## src/rtl/lane_serializer.sv

```systemverilog
// -----------------------------------------------------------------------------
// lane_serializer
//
// Purpose:
//   Sits downstream of the 4-lane unique-value buffer. Watches the four
//   parallel slot outputs, detects when a lane presents a new item (valid and
//   either newly valid or carrying different data than last cycle), captures
//   it into a per-lane holding register, and serializes the captured items
//   onto a single valid/ready stream tagged with the source lane. Lanes are
//   granted round-robin, starting with lane 0 after reset.
//
// Ports:
//   clk_in          in   1       single clock, all state on rising edge
//   reset_n_in      in   1       asynchronous, active-low reset
//   lane_data_0..3  in   DATA_W  per-lane slot data
//   lane_valid_0..3 in   1       per-lane slot valid
//   out_data        out  DATA_W  serialized item
//   out_lane        out  2       source lane of out_data
//   out_valid       out  1       item presented
//   out_ready       in   1       consumer accepts when out_valid && out_ready
//   drop_count      out  CNT_W   saturating count of items lost to overwrite
//
// Configuration:
//   LANE_SERIALIZER_DROP_COUNT_EN
//     defined   : drop_count counts overwrite events (0..4 per cycle) and
//                 saturates at all-ones.
//     undefined : no counter logic; drop_count is tied to zero.
// -----------------------------------------------------------------------------
module lane_serializer #(
  parameter int DATA_W = 8,
  parameter int CNT_W  = 16
) (
  input  logic              clk_in,
  input  logic              reset_n_in,
  input  logic [DATA_W-1:0] lane_data_0,
  input  logic [DATA_W-1:0] lane_data_1,
  input  logic [DATA_W-1:0] lane_data_2,
  input  logic [DATA_W-1:0] lane_data_3,
  input  logic              lane_valid_0,
  input  logic              lane_valid_1,
  input  logic              lane_valid_2,
  input  logic              lane_valid_3,
  output logic [DATA_W-1:0] out_data,
  output logic [1:0]        out_lane,
  output logic              out_valid,
  input  logic              out_ready,
  output logic [CNT_W-1:0]  drop_count
);

  // Gather the flat lane ports into arrays so the per-lane logic can loop.
  logic [DATA_W-1:0] laneData [4];
  logic [3:0]        laneValid;

  assign laneData[0] = lane_data_0;
  assign laneData[1] = lane_data_1;
  assign laneData[2] = lane_data_2;
  assign laneData[3] = lane_data_3;
  assign laneValid   = {lane_valid_3, lane_valid_2, lane_valid_1, lane_valid_0};

  // Registered state
  logic [3:0]        prev_valid_q;
  logic [DATA_W-1:0] prev_data_q [4];
  logic [3:0]        pending_q, pending_d;
  logic [DATA_W-1:0] hold_q [4];
  logic [DATA_W-1:0] hold_d [4];
  logic [1:0]        rr_ptr_q, rr_ptr_d;
  logic [DATA_W-1:0] out_data_q, out_data_d;
  logic [1:0]        out_lane_q, out_lane_d;
  logic              out_valid_q, out_valid_d;

  // Combinational helpers
  logic [3:0]        newItem;
  logic [1:0]        winner;
  logic              anyPending;
  logic              loadEn;
  logic [3:0]        loaded;

  // A lane only produces an item on a rising valid or a data change; a lane
  // held valid with the same data is the same item and must not repeat.
  always_comb begin
    newItem = '0;
    for (int i = 0; i < 4; i++) begin
      newItem[i] = laneValid[i] &&
                   (!prev_valid_q[i] || (laneData[i] != prev_data_q[i]));
    end
  end

  // Round-robin search: scan the lanes after the last winner, wrapping, and
  // take the first one with a captured item.
  always_comb begin
    logic [1:0] idx;
    winner     = rr_ptr_q;
    anyPending = 1'b0;
    idx        = rr_ptr_q;
    for (int k = 1; k <= 4; k++) begin
      idx = rr_ptr_q + 2'(k);
      if (!anyPending && pending_q[idx]) begin
        winner     = idx;
        anyPending = 1'b1;
      end
    end
  end

  // The output register may take a new item whenever it is empty or its
  // current item is being accepted this cycle.
  assign loadEn = !out_valid_q || out_ready;

  always_comb begin
    loaded = '0;
    if (loadEn && anyPending) begin
      loaded[winner] = 1'b1;
    end
  end

  // Per-lane capture. A new arrival always wins over the clear caused by the
  // lane being loaded, so an item arriving the same cycle its predecessor
  // leaves stays pending rather than being lost.
  always_comb begin
    pending_d = pending_q;
    for (int i = 0; i < 4; i++) begin
      hold_d[i] = hold_q[i];
      if (loaded[i]) begin
        pending_d[i] = 1'b0;
      end
      if (newItem[i]) begin
        pending_d[i] = 1'b1;
        hold_d[i]    = laneData[i];
      end
    end
  end

  // Output stage: hold under backpressure, otherwise load the winner or go
  // idle. out_data/out_lane keep their last value when going idle.
  always_comb begin
    out_data_d  = out_data_q;
    out_lane_d  = out_lane_q;
    out_valid_d = out_valid_q;
    rr_ptr_d    = rr_ptr_q;
    if (loadEn) begin
      if (anyPending) begin
        out_data_d  = hold_q[winner];
        out_lane_d  = winner;
        out_valid_d = 1'b1;
        rr_ptr_d    = winner;
      end else begin
        out_valid_d = 1'b0;
      end
    end
  end

  // All datapath and control state. rr_ptr resets to 3 so lane 0 is the
  // first lane searched after reset.
  always_ff @(posedge clk_in or negedge reset_n_in) begin
    if (!reset_n_in) begin
      prev_valid_q <= '0;
      pending_q    <= '0;
      rr_ptr_q     <= 2'd3;
      out_data_q   <= '0;
      out_lane_q   <= '0;
      out_valid_q  <= 1'b0;
      for (int i = 0; i < 4; i++) begin
        prev_data_q[i] <= '0;
        hold_q[i]      <= '0;
      end
    end else begin
      prev_valid_q <= laneValid;
      pending_q    <= pending_d;
      rr_ptr_q     <= rr_ptr_d;
      out_data_q   <= out_data_d;
      out_lane_q   <= out_lane_d;
      out_valid_q  <= out_valid_d;
      for (int i = 0; i < 4; i++) begin
        prev_data_q[i] <= laneData[i];
        hold_q[i]      <= hold_d[i];
      end
    end
  end

  assign out_data  = out_data_q;
  assign out_lane  = out_lane_q;
  assign out_valid = out_valid_q;

`ifdef LANE_SERIALIZER_DROP_COUNT_EN
  logic [3:0]       dropEvt;
  logic [2:0]       dropSum;
  logic [CNT_W:0]   dropSumWide;
  logic [CNT_W-1:0] drop_count_q, drop_count_d;

  // A drop is an arrival that overwrites a still-pending item which is not
  // leaving through the output this same cycle.
  always_comb begin
    dropSum = '0;
    for (int i = 0; i < 4; i++) begin
      dropEvt[i] = newItem[i] && pending_q[i] && !loaded[i];
      dropSum    = dropSum + {2'b00, dropEvt[i]};
    end
  end

  // One extra bit of headroom detects overflow for saturation.
  always_comb begin
    dropSumWide  = {1'b0, drop_count_q} + (CNT_W+1)'(dropSum);
    drop_count_d = dropSumWide[CNT_W] ? '1 : dropSumWide[CNT_W-1:0];
  end

  always_ff @(posedge clk_in or negedge reset_n_in) begin
    if (!reset_n_in) begin
      drop_count_q <= '0;
    end else begin
      drop_count_q <= drop_count_d;
    end
  end

  assign drop_count = drop_count_q;
`else
  assign drop_count = '0;
`endif

endmodule
```

## config.mk

```make
export PLATFORM = sky130hd
export DESIGN_NAME = lane_serializer
export DESIGN_NICKNAME = d
export VERILOG_FILES = /design/src/rtl/lane_serializer.sv
export SDC_FILE = /design/constraint.sdc
export NUM_CORES = 1
export LEC_CHECK = 0
export CORE_ASPECT_RATIO = 1.1
export CORE_MARGIN = 1
export CORE_UTILIZATION = 35
export CTS_CLUSTER_SIZE = 14
export DETAILED_ROUTE_END_ITERATION = 16
export PLACE_DENSITY = 0.65
export SLEW_MARGIN = 0
export SYNTH_ARGS = -nofsm -noshare
export SYNTH_HDL_FRONTEND = slang
export SYNTH_SLANG_ARGS = --single-unit
```

## constraint.sdc

```tcl
create_clock -name clk_in -period 1.9 [get_ports clk_in]
set_input_delay 0.285 -clock clk_in [delete_from_list [all_inputs] [get_ports clk_in]]
set_output_delay 0.285 -clock clk_in [all_outputs]
set_load 0.01 [all_outputs]
```

==> metrics <==
Post-DP HPWL=slightly above 5000 µm; Reg area=0.00213 mm²; Port Buffers=49; Synth Instances=250; Vias/cell=4.65; worst skew pair latency=0.36 ns; reg2reg setup slack=-0.09 ns; Placer Congestion=0.746; syn avg cell area=between 10 and 15 µm²; worst-path maximum fanout=5; post-synthesis compound-gate area fraction=8.86%; Synthesis Warnings=0; antenna cell count=0; full die area=about 0.011 mm²; static leakage=~2.3 nW; layout cell share with drive strength beyond 1=32.6%; critical path required time=2.15 ns; register area share after synthesis=roughly 60%; Peak supply drop=0.668 mV; unrepaired setup endpoints after global routing=true; failing checks=DRC, setup timing; FMAX=0.502 GHz; GR Util All Layers=14.6%; post-synthesis register bit count=85; Starting Density=36.0%; WS Path Type=reg2reg; largest net degree at the start of global routing=38; EDFF count, synth=0; Reg clk slew, reported paths=0.09 ns; crit start category=flip-flop; R2R depth=6; Final min period=between 1.5 and 2 ns; Netlist Area Pre-Place=between 0.003 and 0.004 mm²; met3 Track Usage GR=2.27%; Layout area overhead=39.2%; Setup WS pre-CTS=-0.611 ns; PwrDens=1210 mW/mm²; GR Util met1=18.9%; area of the multi-input gates=0.00151 mm²; CP Capture Type=flip-flop; Final WS setup=-0.0938 ns; top_reg_cell synth=dfrtp_1; largest family of logic cells by synthesized area=multiplexers; area share of fa/ha/maj cells after synthesis=0%; Initial DRC Count=72; vias in the first global route=between 2k and 2.5k; CTS root buf=clkbuf_8; asr flop ratio synth=between 90% and 100%; simple-gate share of the synthesized area=3.49%; antenna violation net count after detailed routing=0; drt pass-1 iters=12; HP Class=in2reg; # IOs=66; initial antenna violation count=0; CTS tree=built; GR Overflow Total=0; die height=between 100 and 150 µm; Synth cell types=32; setup TNS=-0.872 ns; met2 Use GR=23.5%; Remaining DRCs=3; run status=finished with violations; Most Used Layer, Global Route=met2; Core Rows=38; max-slew violation count=0; period utilization=105%; clock buffer depth=2; maxcap violations=0; Clock Sink Count=85; H-tree depth=3; fillers=859; overall die width=between 90 and 100 µm; XOR/XNOR Fraction of Synth Area=slightly below 8%; CTS buffer count=9; WL/cell=15.1 µm; Hold Path Cell Cnt=1; Post-Route WL=7260 µm; area of the core=approximately 0.0098 mm²; CP arrival=2.24 ns; mux share of post-synthesis cell area=15.2%; first-pass GRT wire length=11700 µm; Nets=396; Clock Skew=0.00765 ns; Final Hold Fails=0; Vias=around 2.2k; Setup violations, final=24
[Yosys cell counts, types with 4 or more instances]
| library cell | number | area [µm²] |
|---|---|---|
| a21oi_1 | 10 | 50.1 |
| buf_4 | 16 | 120 |
| dfrtp_1 | 83 | 2080 |
| inv_1 | 4 | 15.0 |
| mux2_2 | 32 | 360 |
| mux2i_1 | 18 | 180 |
| nand2_1 | 6 | 22.5 |
| nand3_1 | 4 | 20.0 |
| nor2_1 | 5 | 18.8 |
| nor4_1 | 5 | 31.3 |
| o2bb2ai_1 | 8 | 70.1 |
| o41ai_4 | 4 | 110 |
| xnor2_1 | 4 | 35.0 |
| xor2_1 | 28 | 245 |
[logic make-up after synthesis]
logic type | count (synthesis)
flops | 85
xor+xnor | 32
simple gates | 25
other cells | 1
mux | 50
buf+inv | 24
compound gates | 33
[registers in the layout, summed over array words and instances, names as in the netlist]
| register | flops |
|---|---|
| pending_q | 4 |
| out_lane | 2 |
| prev_data_q | 32 |
| out_valid | 1 |
| hold_q | 32 |
| out_data | 8 |
| prev_valid_q | 4 |
| rr_ptr_q | 2 |
[timing repair]
action | 4_1_cts | 5_1_grt
endpoints found under the setup margin | 24 | 43
pin swaps | 3 | 3
buffers inserted | 1 | 2
cloned | 1 | 2
gates resized for setup | 21 | 32
hold endpoints to repair | 30 | 0
hold buffers | 1 | 0
[cells in the final DEF (no fill, tap or decap), types with 3 or more instances in the layout]
master           synthesis  final
buf_4                   16     45
clkbuf_8                 0      9
nor2_1                   5      4
clkdlybuf4s50_1          0     46
dfrtp_1                 83     83
nor4_2                   0      3
buf_6                    0      3
xnor2_1                  4      4
xor2_1                  28     28
a21oi_1                 10     10
o2bb2ai_1                8      7
inv_1                    4      4
o41ai_4                  4      4
mux2_4                   0     30
mux2i_1                 18     15
conb_1                   1     16
nand2_1                  6      6
nand3_1                  4      3
[stage by stage]
step / power [mW] / hold WS, ns / util [%] / area (µm²) / cells
floorplan: 3.42 / -0.0106 / - / 3600 / 265
global placement: 4.22 / 0.253 / 45.4 / 4470 / 459
detailed placement: 4.25 / 0.255 / 45.4 / 4470 / 459
CTS: 5.58 / 0.336 / 48.5 / 4770 / 478
global route: 6.29 / 0.126 / 50.2 / 4940 / 482
finish: 5.98 / 0.114 / 50.2 / 4940 / 482
[cell type report]
type,instances,area share [%]
clock buffers,9,2.51
inverters,4,0.304
repair buffers,101,19.0
well taps,120,3.04
clock inverters,7,1.50
flip-flops and latches,85,43.1
multi-input cells,156,30.5
[worst max-delay path, stage by stage (launching register included)]
cell and delay (ns):
dfrtp_1 0.38, xor2_1 0.16, nor4_2 0.35, nand3_1 0.17, o41ai_4 0.28, buf_4 0.21
mux2_2 0.33
[routing by layer]
metal / routed length (µm) / vias up / part of all wire [%]
met5: 0 / - / 0
met4: 153 / 0 / 2.1
met3: 256 / 12 / 3.5
met2: 3430 / 58 / 47
met1: 3420 / 1108 / 47
li1: - / 1063 / -
[power breakdown]
group          switching (mW)  total (mW)  leakage (nW)  internal, mW
Clock                   0.673        1.29         0.100         0.614
Sequential              0.248        2.35         0.972          2.10
Combinational            1.02        2.34          1.19          1.32
Total                    1.94        5.98          2.26          4.04
[path summary, 6_finish.rpt]
| check | start | end |
|---|---|---|
| hold reg to reg | out_lane[0]$_DFFE_PN0P_ | out_lane[0]$_DFFE_PN0P_ |
| min in group asynchronous | reset_n_in | prev_data_q[2]$_DFF_PN0_ |
| setup / recovery | prev_data_q[18]$_DFF_PN0_ | hold_q[16]$_DFFE_PN0P_ |
| max in group asynchronous | reset_n_in | rr_ptr_q[0]$_DFFE_PN1P_ |
| setup reg to reg | prev_data_q[18]$_DFF_PN0_ | hold_q[16]$_DFFE_PN0P_ |
| hold / removal | lane_data_1[1] | prev_data_q[17]$_DFF_PN0_ |
No activity file was read; power rests on OpenSTA's default activity.
